## src/rtl/enb_burst_gen.sv

```systemverilog
// Programmable, registered enable-burst source for the clock enabler.
// Optional abort input is compiled in when ENB_ABORT_EN is defined.
module enb_burst_gen #(
  parameter int CNT_W = 8,
  parameter int NB_W  = 4
) (
  input  logic             clk,
  input  logic             reset,
  input  logic             start,
  input  logic [CNT_W-1:0] burst_len,
  input  logic [CNT_W-1:0] gap_len,
  input  logic [NB_W-1:0]  num_bursts,
`ifdef ENB_ABORT_EN
  input  logic             abort,
`endif
  output logic             enb,
  output logic             busy,
  output logic             done,
  output logic [NB_W-1:0]  bursts_done
);

  typedef enum logic [1:0] {IDLE = 2'd0, ON = 2'd1, OFF = 2'd2, DONE = 2'd3} state_t;

  state_t           state_r, state_nxt_s;
  logic [CNT_W-1:0] cnt_r, cnt_nxt_s;
  logic [CNT_W-1:0] bl_r, gl_r;
  logic [NB_W-1:0]  nb_r, bd_nxt_s;
  logic             enb_nxt_s, busy_nxt_s, done_nxt_s;
  logic             load_s, burst_end_s, last_burst_s, abort_hit_s;

`ifdef ENB_ABORT_EN
  assign abort_hit_s = abort && ((state_r == ON) || (state_r == OFF));
`else
  assign abort_hit_s = 1'b0;
`endif

  assign load_s       = (state_r == IDLE) && start;
  assign last_burst_s = ((bursts_done + {{(NB_W-1){1'b0}}, 1'b1}) == nb_r);

  // State, latched configuration, counter and registered outputs
  always_ff @(posedge clk) begin
    if (reset) begin
      state_r     <= IDLE;
      cnt_r       <= {CNT_W{1'b0}};
      bl_r        <= {CNT_W{1'b0}};
      gl_r        <= {CNT_W{1'b0}};
      nb_r        <= {NB_W{1'b0}};
      enb         <= 1'b0;
      busy        <= 1'b0;
      done        <= 1'b0;
      bursts_done <= {NB_W{1'b0}};
    end else begin
      state_r     <= state_nxt_s;
      cnt_r       <= cnt_nxt_s;
      enb         <= enb_nxt_s;
      busy        <= busy_nxt_s;
      done        <= done_nxt_s;
      bursts_done <= bd_nxt_s;
      if (load_s) begin
        bl_r <= burst_len;
        gl_r <= gap_len;
        nb_r <= num_bursts;
      end else begin
        bl_r <= bl_r;
        gl_r <= gl_r;
        nb_r <= nb_r;
      end
    end
  end

  // Next-state decode; abort takes priority over burst/gap completion
  always_comb begin
    state_nxt_s = state_r;
    burst_end_s = 1'b0;
    case (state_r)
      IDLE: begin
        if (start) begin
          if ((burst_len != {CNT_W{1'b0}}) && (num_bursts != {NB_W{1'b0}})) state_nxt_s = ON;
          else state_nxt_s = DONE;
        end else begin
          state_nxt_s = IDLE;
        end
      end
      ON: begin
        if (abort_hit_s) begin
          state_nxt_s = DONE;
        end else if (cnt_r == bl_r) begin
          burst_end_s = 1'b1;
          if (last_burst_s) state_nxt_s = DONE;
          else if (gl_r == {CNT_W{1'b0}}) state_nxt_s = ON;
          else state_nxt_s = OFF;
        end else begin
          state_nxt_s = ON;
        end
      end
      OFF: begin
        if (abort_hit_s) state_nxt_s = DONE;
        else if (cnt_r == gl_r) state_nxt_s = ON;
        else state_nxt_s = OFF;
      end
      DONE:    state_nxt_s = IDLE;
      default: state_nxt_s = IDLE;
    endcase
  end

  // Next values of the registered outputs and cycle counter
  always_comb begin
    enb_nxt_s  = (state_nxt_s == ON);
    busy_nxt_s = (state_nxt_s == ON) || (state_nxt_s == OFF);
    done_nxt_s = (state_nxt_s == DONE);

    if (load_s) bd_nxt_s = {NB_W{1'b0}};
    else if (burst_end_s && (bursts_done != nb_r)) bd_nxt_s = bursts_done + {{(NB_W-1){1'b0}}, 1'b1};
    else bd_nxt_s = bursts_done;

    // Counter restarts at 1 on entry to ON/OFF and on each back-to-back burst
    if (!busy_nxt_s) cnt_nxt_s = {CNT_W{1'b0}};
    else if ((state_nxt_s != state_r) || burst_end_s) cnt_nxt_s = {{(CNT_W-1){1'b0}}, 1'b1};
    else cnt_nxt_s = cnt_r + {{(CNT_W-1){1'b0}}, 1'b1};
  end

endmodule

```

## config.mk

```make
export PLATFORM = sky130hd
export DESIGN_NAME = enb_burst_gen
export DESIGN_NICKNAME = d
export VERILOG_FILES = /design/src/rtl/enb_burst_gen.sv
export SDC_FILE = /design/constraint.sdc
export NUM_CORES = 1
export LEC_CHECK = 0
export CORE_MARGIN = 5
export CORE_UTILIZATION = 45
export DETAILED_ROUTE_END_ITERATION = 10
export PLACE_DENSITY = 0.76
export REMOVE_ABC_BUFFERS = 1
export SLEW_MARGIN = 20
export SYNTH_ARGS = -nofsm -noshare
export SYNTH_HDL_FRONTEND = slang
export SYNTH_SLANG_ARGS = --single-unit
```

## constraint.sdc

```tcl
create_clock -name clk -period 1.9 [get_ports clk]
set_input_delay 0.38 -clock clk [delete_from_list [all_inputs] [get_ports clk]]
set_output_delay 0.38 -clock clk [all_outputs]
set_load 0.03 [all_outputs]
```

==> metrics list <==
* Maximum number of pins on one net before global-route repair: 13
- DRT Pass-1 Iters: 4
- Measured against the total synthesized area, the mux share comes to less than 1%.
* Nets: 315
- Fraction of layout cells with a size suffix above 1: roughly a third
- Count of endpoints failing setup in the final report: 9
* Max transition margin: between 70% and 80%
* Fraction of post-synthesis cell area in the top cell type by area: about 42%
* Number of enable flip-flop cells after synthesis: 0
* H-tree depth reported by CTS: 2
- Die boundary width: ~73 um
* Via count of the first global-routing pass: 1727
- OpenSTA, run right after detailed placement, puts the worst setup slack at -457 ps.
* Kind of end point of the critical path: flop
* Share of the core filled with cells: 75.1%
* Signal arrival time at the worst endpoint: ~2300 ps
* Post-layout worst setup margin: -236 ps
- Of all flip-flops after synthesis, the portion carrying an async set or reset was 0%.
* Layout filler cell count: about 270
- Max-capacitance violation count: 0
- In this run, distinct cell masters in the synthesized netlist total 30.
* Setup crit start kind: flop
* Number of antenna violations at the first check in global routing: 0
* Power per unit of standard cell area: a little over 1000 nW/um^2
- Hold buffer count at CTS: 0
- For the worst-skew pair, the clock arrives at the later sink with an insertion delay of approximately 290 ps.
- The number of hold violations in the final report is 0.
* Clock Tree Root: sky130_fd_sc_hd__clkbuf_8
* Clock tree buffer depth: 2
* Mapped cell area: about 1800 sq um
* IR drop worst, VDD: ~0.00064 V
* Synth Area in Compound Gates: between 10% and 20%
- Top flip-flop cell by instance count after synthesis: sky130_fd_sc_hd__dfxtp_1
- Synthesis produced a netlist whose cell count is ~210.
- For the pin with the worst max-slew slack, the measured transition is just over 400 ps.
- The critical path is of the flop to flop type.
- Time the worst path needs with I/O delays and setup: around 2100 ps
- RSZ-0062 raised after global routing: yes
* Cell area after layout: between 2000 and 3000 sq um
- Crit path max fanout: 7
* Ratio of final minimum period to clock period: 112%
* Outcome: finished, violations left
* Half-perimeter wire length after detailed placement: ~3500 um
- GR Overflow Total: 0
- After detailed routing, the average wire length per cell comes to between 15 and 20 um.
* Violations in the final reports: setup timing
- The tightest min-delay check is of the flop to flop type.
- The number of pins exceeding their max-slew limit in the final report came to 0.
- For this run, the total global-route usage over all layers was measured as 19.8%.
- The number of antenna diodes in the final layout is 0.
- Across all layers, the routed design uses approximately 1800 vias.
- By count the netlist is led by sky130_fd_sc_hd__nand2_1 (48), sky130_fd_sc_hd__dfxtp_1 (37), sky130_fd_sc_hd__a21oi_1 (26).
- The floorplan step defined a die boundary enclosing approximately 5300 sq um.
* Number of violations reported at the end of detailed-routing iteration 0: between 200 and 250
- Sink Count: 37
- Placeable core area: roughly 3700 sq um
* Cell Rows: 22
- Post-synthesis average cell area: between 8 and 9 sq um
- On the final layout, the worst clock skew is roughly 7.6 ps.
* Post-synthesis share of cell area spent on full adders, half adders and majority gates: between 2 and 2.5%
- For this run, the top clock speed supported by timing is 468 MHz.
- For this block, the routed nets add up to 5330 um of wire.
- For this design the static power due to leakage is roughly 1.2 nW.
- Global-route wire length before repair: 8030 um
- Buffers inserted during clock tree synthesis total 5.
- The floorplan step set the die height to 72.6 um.
* Signed area change from the synthesized netlist to the final layout: 58.3%
- Drc violations: 0
* Critical path data required time: roughly 2100 ps
- Post-placement cell area: 2400 sq um
- The count of nets left with antenna violations once routing finished came out at 0.
- Of the total synthesized cell area, the portion taken by XOR and XNOR cells is approximately 14%.
- Effective utilization at floorplan: between 40 and 50%
- TritonCTS built the clock tree.
* Ports: 30
- Most common cell in the synthesized netlist: sky130_fd_sc_hd__nand2_1
* Post-synthesis share of cell area spent on and, or, nand and nor gates: a little over a quarter
- By area, the combinational part of the netlist is dominated by simple AND/OR/NAND/NOR gates.
- Portion of the post-synthesis area used by sequential elements: 42.0%
- The largest total area in the synthesized netlist belongs to sky130_fd_sc_hd__dfxtp_1.
- Vias per inst: between 5 and 6
- Leading post-synthesis cells by cell area: sky130_fd_sc_hd__dfxtp_1 (42%), sky130_fd_sc_hd__xor2_1 (11%), sky130_fd_sc_hd__nand2_1 (10%)
- The Yosys step of the flow raised 0 warnings.
- Routability congestion estimate: just under 0.9
* Register clock-pin slew on the reported worst setup and hold paths: 80 ps
- Number of storage elements in the synthesis netlist: 37
- Buffers placed on the I/O ports in this run total 29.
- Overall power consumption after layout is estimated at between 2 and 3 mW.
routing by layer:
| layer | up-vias | track usage (%) | routed length [um] |
|---|---|---|---|
| met2 | 67 | 32.7 | 2780 |
| met3 | 9 | 3.44 | 309 |
| li1 | 881 | - | - |
| met1 | 882 | 25.2 | 2140 |
| met5 | - | 0 | 0 |
| met4 | 0 | 8.61 | 106 |
per-stage QoR:
stage	TNS (ps)	hold slack (ps)	std cells
floorplan	-2520	442	206
global placement	-3120	457	324
detailed placement	-3540	458	324
CTS	-741	468	334
global route	-2110	494	338
finish	-1510	483	338
flip-flops by register name (all words and copies together), names as in the netlist:
signal	cells
enb	1
done	1
nb_r	4
bl_r	8
gl_r	8
state_r	2
busy	1
cnt_r	8
bursts_done	4
power breakdown:
part | internal, mW | total, mW | switching, mW
Clock | 0.328 | 0.609 | 0.281
Sequential | 0.877 | 0.973 | 0.0955
Combinational | 0.617 | 1.26 | 0.646
path summary, 6_finish.rpt:
kind / cells past startpoint / start / end / slack [ps]
setup / recovery: 6 / gl_r[0]$_SDFFE_PP0P_ / cnt_r[3]$_SDFF_PP0_ / -240
setup reg to reg: 6 / gl_r[0]$_SDFFE_PP0P_ / cnt_r[3]$_SDFF_PP0_ / -240
hold / removal: 2 / nb_r[2]$_SDFFE_PP0P_ / nb_r[2]$_SDFFE_PP0P_ / 480
hold reg to reg: 2 / nb_r[2]$_SDFFE_PP0P_ / nb_r[2]$_SDFFE_PP0P_ / 480
cell usage in the layout (no fill, tap or decap), types with 4 or more instances in the layout:
cell type and n:
sky130_fd_sc_hd__nand2_1 47, sky130_fd_sc_hd__buf_4 43, sky130_fd_sc_hd__clkdlybuf4s50_1 29, sky130_fd_sc_hd__a21oi_1 25, sky130_fd_sc_hd__dfxtp_1 24, sky130_fd_sc_hd__xor2_1 17, sky130_fd_sc_hd__nand3_1 12, sky130_fd_sc_hd__dfxtp_2 9
sky130_fd_sc_hd__nor2_1 8, sky130_fd_sc_hd__clkbuf_8 7, sky130_fd_sc_hd__xor2_2 6, sky130_fd_sc_hd__nor4_2 5, sky130_fd_sc_hd__nor4_1 5, sky130_fd_sc_hd__xnor2_1 5, sky130_fd_sc_hd__dfxtp_4 4
repair_timing:
item / CTS / global route
pin swaps: 15 / 14
buffers inserted: 2 / 4
resized for setup: 25 / 28
setup endpoints to repair: 11 / 12
worst max-delay path, stage by stage, from the launching register on:
cell and delay [ps]:
sky130_fd_sc_hd__dfxtp_2 330, sky130_fd_sc_hd__or4_4 560, sky130_fd_sc_hd__nor2_4 170, sky130_fd_sc_hd__o31ai_4 100, sky130_fd_sc_hd__a221oi_4 300, sky130_fd_sc_hd__ha_4 300, sky130_fd_sc_hd__nor4_4 290
cell type report:
cell class              count  area [sq um]  share of cell area [%]
clock inverters             1          5.00                   0.179
inverters                   2          7.51                   0.269
well taps                  48          60.1                    2.15
multi-input cells         167          1190                    42.6
flip-flops and latches     37           767                    27.5
repair buffers             76           667                    23.9
clock buffers               7          96.3                    3.45
logic make-up (layout without fill, tap and decap cells):
family | Yosys count | after routing
XOR/XNOR | 29 | 29
AO/OA/AOI/OAI | 36 | 36
AND/OR/NAND/NOR | 98 | 98
flip-flops | 37 | 37
multiplexers | 1 | 1
buffers and inverters | 10 | 86
adder cells (fa/ha/maj) | 3 | 3
No activity file was read; power rests on OpenSTA's default activity.
